$ cat src/rtl/regpipe_vr.sv
// rtl/regpipe_vr.sv - elastic valid/ready register pipeline with bubble collapse
module regpipe_vr #(
    parameter int               WIDTH   = 4,
    parameter int               DEPTH   = 3,
    parameter logic [WIDTH-1:0] RST_VAL = {WIDTH{1'b0}}
) (
    input  logic                         clk,
    input  logic                         rst,
    input  logic                         flush,
    input  logic                         in_valid,
    output logic                         in_ready,
    input  logic [WIDTH-1:0]             in_data,
    output logic                         out_valid,
    input  logic                         out_ready,
    output logic [WIDTH-1:0]             out_data,
    output logic [$clog2(DEPTH+1)-1:0]   occupancy
);
    localparam int OW = $clog2(DEPTH+1);

    logic [DEPTH-1:0] v;
    logic [DEPTH-1:0] v_nxt;
    logic [DEPTH-1:0] r;
    logic [DEPTH-1:0] up_v;
    logic [DEPTH-1:0] load;
    logic [WIDTH-1:0] d    [DEPTH];
    logic [WIDTH-1:0] up_d [DEPTH];
    logic [OW-1:0]    occ_nxt;

    // Ready ripples from the output back toward the input; an empty stage is always ready.
    always_comb begin
        logic acc;
        acc = out_ready;
        r   = '0;
        for (int s = DEPTH - 1; s >= 0; s--) begin
            acc  = !v[s] || acc;
            r[s] = acc;
        end
    end

    // What each stage sees from upstream: the input port for stage 0, the previous stage otherwise.
    always_comb begin
        up_v = '0;
        for (int s = 0; s < DEPTH; s++) begin
            up_d[s] = RST_VAL;
        end
        up_v[0] = in_valid;
        up_d[0] = in_data;
        for (int s = 1; s < DEPTH; s++) begin
            up_v[s] = v[s-1];
            up_d[s] = d[s-1];
        end
    end

    // Next valid vector, data-load enables, and the popcount that becomes the registered occupancy.
    always_comb begin
        occ_nxt = '0;
        load    = '0;
        v_nxt   = v;
        for (int s = 0; s < DEPTH; s++) begin
            load[s]  = r[s] && up_v[s];
            v_nxt[s] = r[s] ? up_v[s] : v[s];
            occ_nxt  = occ_nxt + OW'(v_nxt[s]);
        end
    end

    // Stage registers: reset wins over flush; data only loads when a valid word moves in.
    always_ff @(posedge clk) begin
        if (rst) begin
            v         <= '0;
            occupancy <= '0;
            for (int s = 0; s < DEPTH; s++) begin
                d[s] <= RST_VAL;
            end
        end else if (flush) begin
            v         <= '0;
            occupancy <= '0;
        end else begin
            v         <= v_nxt;
            occupancy <= occ_nxt;
            for (int s = 0; s < DEPTH; s++) begin
                if (load[s]) begin
                    d[s] <= up_d[s];
                end
            end
        end
    end

    assign in_ready  = r[0] && !flush;
    assign out_valid = v[DEPTH-1];
    assign out_data  = d[DEPTH-1];

endmodule

$ cat config.mk
export PLATFORM = sky130hd
export DESIGN_NAME = regpipe_vr
export DESIGN_NICKNAME = d
export VERILOG_FILES = /design/src/rtl/regpipe_vr.sv
export SDC_FILE = /design/constraint.sdc
export NUM_CORES = 1
export LEC_CHECK = 0
export CAP_MARGIN = 20
export CORE_MARGIN = 5
export CORE_UTILIZATION = 40
export DETAILED_ROUTE_END_ITERATION = 6
export MAX_ROUTING_LAYER = met4
export PLACE_DENSITY_LB_ADDON = 0.25
export SYNTH_ARGS = -nofsm -noshare
export SYNTH_HDL_FRONTEND = slang
export SYNTH_SLANG_ARGS = --single-unit
export TNS_END_PERCENT = 5
$ cat constraint.sdc
create_clock -name clk -period 1.15 [get_ports clk]
set_input_delay 0.23 -clock clk [delete_from_list [all_inputs] [get_ports clk]]
set_output_delay 0.23 -clock clk [all_outputs]
set_load 0.02 [all_outputs]
==> results.md <==
Drt:
- The pre-antenna-repair detailed-routing pass consisted of 2 iterations.
- The count of antenna-violating nets left after detailed routing is 0.
- In the final routed layout, each cell accounts on average for 9.71 um.
- The remaining design rule violation count is 0.
- Dividing the detail-routed via count by the number of cells gives 4.35.
- The detailed-route via count is 461.
- The starting DRC count in detailed routing is 4.
- The routed wire length is 1030 um.

STA:
- Setup repair after global routing could not meet its margin everywhere.
- The maximum frequency from static timing analysis is 0.728 GHz.
- The final count of pins violating max slew was 0.
- Setup total negative slack on the finished layout was measured at -3410 ps.
- The routed design could run at a clock period as short as 1370 ps.
- Setup slack on the critical path of the routed design comes to -224 ps.
- The slew at the pin closest to its max-slew limit is 229 ps.
- After layout, the worst path uses 119% of the clock period.
- The number of hold violations in the final report is 0.
- Setup violations remaining at the end of the flow were counted as 19.
- The clock skew after layout is 1.95 ps.
- The remaining max-slew budget at the tightest pin is 84.7%.

Clocking:
- The number of H-tree levels is 1.
- The cell at the root of the clock tree is sky130_fd_sc_hd__clkbuf_4.
- Counting the buffers created by CTS gives 3.
- The CTS sink count is 17.
- The CTS tree is yes.
- The count of buffers added by post-CTS timing repair for setup is 0.
- After clock tree synthesis, the clock-pin slew on the worst setup and hold paths is 90 ps.
- The buffer levels on the longest clock path is 2.
- At the later pin of the worst-skew pair, clock insertion delay measures 280 ps.

Yosys:
- After synthesis, the netlist uses 17 different library cells.
- Summed over all instances, the cell type with the most area after synthesis is sky130_fd_sc_hd__edfxtp_1.
- The fraction of post-synthesis cell area in the top cell type by area is 48.8%.
- The number of register bits inferred by synthesis is 17.
- The average instance in the mapped netlist occupies 13.4 um2.
- The count of warnings emitted by yosys is 0.
- Summing the sequential cell areas from Yosys gives 62.4% of the chip area.
- The number of standard cells after synthesis is 55.
- The number of nets produced by synthesis is 65.
- After synthesis, the cell types taking the most area are sky130_fd_sc_hd__edfxtp_1 (49%), sky130_fd_sc_hd__dfxtp_1 (14%), sky130_fd_sc_hd__nor2b_1 (10%).
- Summing every instance area after synthesis gives 738 um2.

Worst setup path:
- The nature of the critical path startpoint is a flop.
- Tracing the worst setup path back leads to its startpoint at v[0]$_SDFF_PP0_.
- The number of buffers and inverters on the critical path is 2.
- For this run, the slowest stage of the critical path takes 330 ps.
- The worst-path maximum fanout is 12.
- Walking the worst path, the cells encountered are buf_4 -> or2_0 -> a32oi_2 -> buf_6 -> nor2b_1.
- The standard cell with the maximum stage delay on the critical path is sky130_fd_sc_hd__dfxtp_1.
- The arrival time of the worst setup path is 1420 ps.
- The critical path is of the flop to flop type.
- The cell class contributing the biggest share of worst-path delay is flip-flops.
- The type of element capturing the critical path is a flop.
- The worst register-to-register path begins at v[0]$_SDFF_PP0_.
- STA puts the critical path data required time at 1190 ps.

Final layout:
- The number of nets in the finished design is 92.
- Once layout is done, the placed cells without fillers occupy 1000 um2.
- Leaving out fill and tap cells, the most frequent cells in the layout are sky130_fd_sc_hd__nor2b_1 (12), sky130_fd_sc_hd__edfxtp_1 (12), sky130_fd_sc_hd__buf_4 (8).
- From synthesis to final layout, the design area changed by 36.1%.
- Of the cells placed in the final design, the portion with a size suffix greater than 1 is 40.7%.
- The repair_antennas step left the layout with diodes totalling 0.
- Cells fill 57.6% of the core in the end.

Hold path:
- The startpoint of the most critical hold path is d[0][1]$_SDFFCE_PN0P_.
- The min-delay analysis places its worst path in the category flop to flop.

Placement:
- Before CTS, the worst setup slack after placement is -681 ps.
- The sum of net half-perimeters after detailed placement is 828 um.
- The total placed instance area is 975 um2.
- The number of input and output port buffers inserted is 16.
- At the end of routability-driven placement, the weighted congestion stood at 0.771.

Power:
- The cell area power density is 1130 nW/um2.
- The share of total power dissipated in the clock network is 26.8%.
- IR analysis of the VDD net gives a maximum drop of 0.890 mV.
- The switching power of the nets is 0.241 mW.
- Summed over all cells, the static leakage comes to 0.410 nW.
- The design draws 1.13 mW.
- The total internal power is 0.891 mW.
- Combinational logic is responsible for 12.2% of the overall power.
- The switching part of the total is 21.3%.
- The power share of the sequential group is 61.0%.

Die:
- The region available for standard cell placement spans 1750 um2.
- The effective utilization at floorplan is 42.3%.
- The height of the die is 53.0 um.
- Pin placement for this block handled 17 I/O pins.
- The die boundary width is 53.0 um.
- The number of core rows is 15.
- The die covers 2800 um2.

Global routing:
- The via count of the first global-routing pass is 440.
- The first-pass GRT wire length is 1710 um.
- The number of antenna violations at the first check in global routing came to 0.
- The total global routing overflow is 0.
- In the global route stage, overall resource usage came out at 9.07%.
- The maximum number of pins on one net before global-route repair is 13.

Status:
- The checks that failed: negative setup slack.
- The flow ran to the end, but the final reports show violations.

Job:
- Across the run, the number of max-cap violations was 0.
metrics by stage:
stage | hold slack, ps | std cells
6_report | 539 | 106
2_1_floorplan | 439 | 55
5_1_grt | 567 | 106
3_3_place_gp | 514 | 102
3_5_place_dp | 523 | 102
4_1_cts | 545 | 106
synth_stat cells:
library cell and instances:
sky130_fd_sc_hd__nor2_1 1, sky130_fd_sc_hd__a32oi_2 1, sky130_fd_sc_hd__fa_1 1, sky130_fd_sc_hd__or2_0 1, sky130_fd_sc_hd__buf_6 1, sky130_fd_sc_hd__nand4b_1 1
sky130_fd_sc_hd__dfxtp_1 5, sky130_fd_sc_hd__buf_4 4, sky130_fd_sc_hd__a21o_1 1, sky130_fd_sc_hd__nand2b_1 4, sky130_fd_sc_hd__inv_1 1, sky130_fd_sc_hd__a31o_2 2
sky130_fd_sc_hd__nor3b_1 1, sky130_fd_sc_hd__edfxtp_1 12, sky130_fd_sc_hd__nand3b_1 1, sky130_fd_sc_hd__and2_1 6, sky130_fd_sc_hd__nor2b_1 12
sequential cells by signal, indices dropped and copies added, names as in the netlist:
register   flops
d             12
v              3
occupancy      2
worst paths after layout:
kind                           end  slack (ps)  depth (start not counted)
max          d[0][4]$_SDFFCE_PN0P_        -220                          5
min          d[0][5]$_SDFFCE_PN0P_         540                          1
max reg2reg  d[0][4]$_SDFFCE_PN0P_        -220                          5
min reg2reg  d[0][5]$_SDFFCE_PN0P_         540                          1
power groups by stage:
stage          combinational [mW]  clock [mW]  sequential, mW
5_1_grt                     0.150       0.361           0.693
6_report                    0.138       0.303           0.690
4_1_cts                     0.138       0.320           0.690
3_5_place_dp                0.140           0           0.705
3_3_place_gp                0.138           0           0.703
2_1_floorplan              0.0730           0           0.707
repair_timing:
item                                    4_1_cts  5_1_grt
endpoints found under the setup margin       34       32
hold endpoints to repair                      0        0
hold buffers                                  0        0
gates cloned                                  0        0
pin swaps                                     3        1
gates resized for setup                      30       11
logic make-up (layout without fill, tap and decap cells):
logic type / Yosys count / in the layout / synth area share [%]
AOI/OAI and AO/OA: 4 / 4 / 5.59
adders and majority gates: 1 / 1 / 2.71
buffers and inverters: 6 / 32 / 6.10
DFF: 17 / 17 / 62.4
and+or+nand+nor: 27 / 27 / 23.2
routing by layer:
metal | vias to the layer above | wire length (um) | GRT usage, %
li1 | 242 | - | -
met1 | 203 | 464 | 9.31
met2 | 14 | 476 | 14.9
met3 | 2 | 76 | 3.38
met4 | 0 | 12 | 5.11
met5 | - | 0 | -
final cells by class:
class | count | area [um2]
fill | 148 | 741
sequential | 17 | 465
multi-input combinational | 32 | 264
timing repair buffer | 27 | 213
tap | 25 | 31.3
clock buffer | 3 | 22.5
clock inverter | 1 | 5.00
inverter | 1 | 3.75
Power figures use the tool's default switching activity.
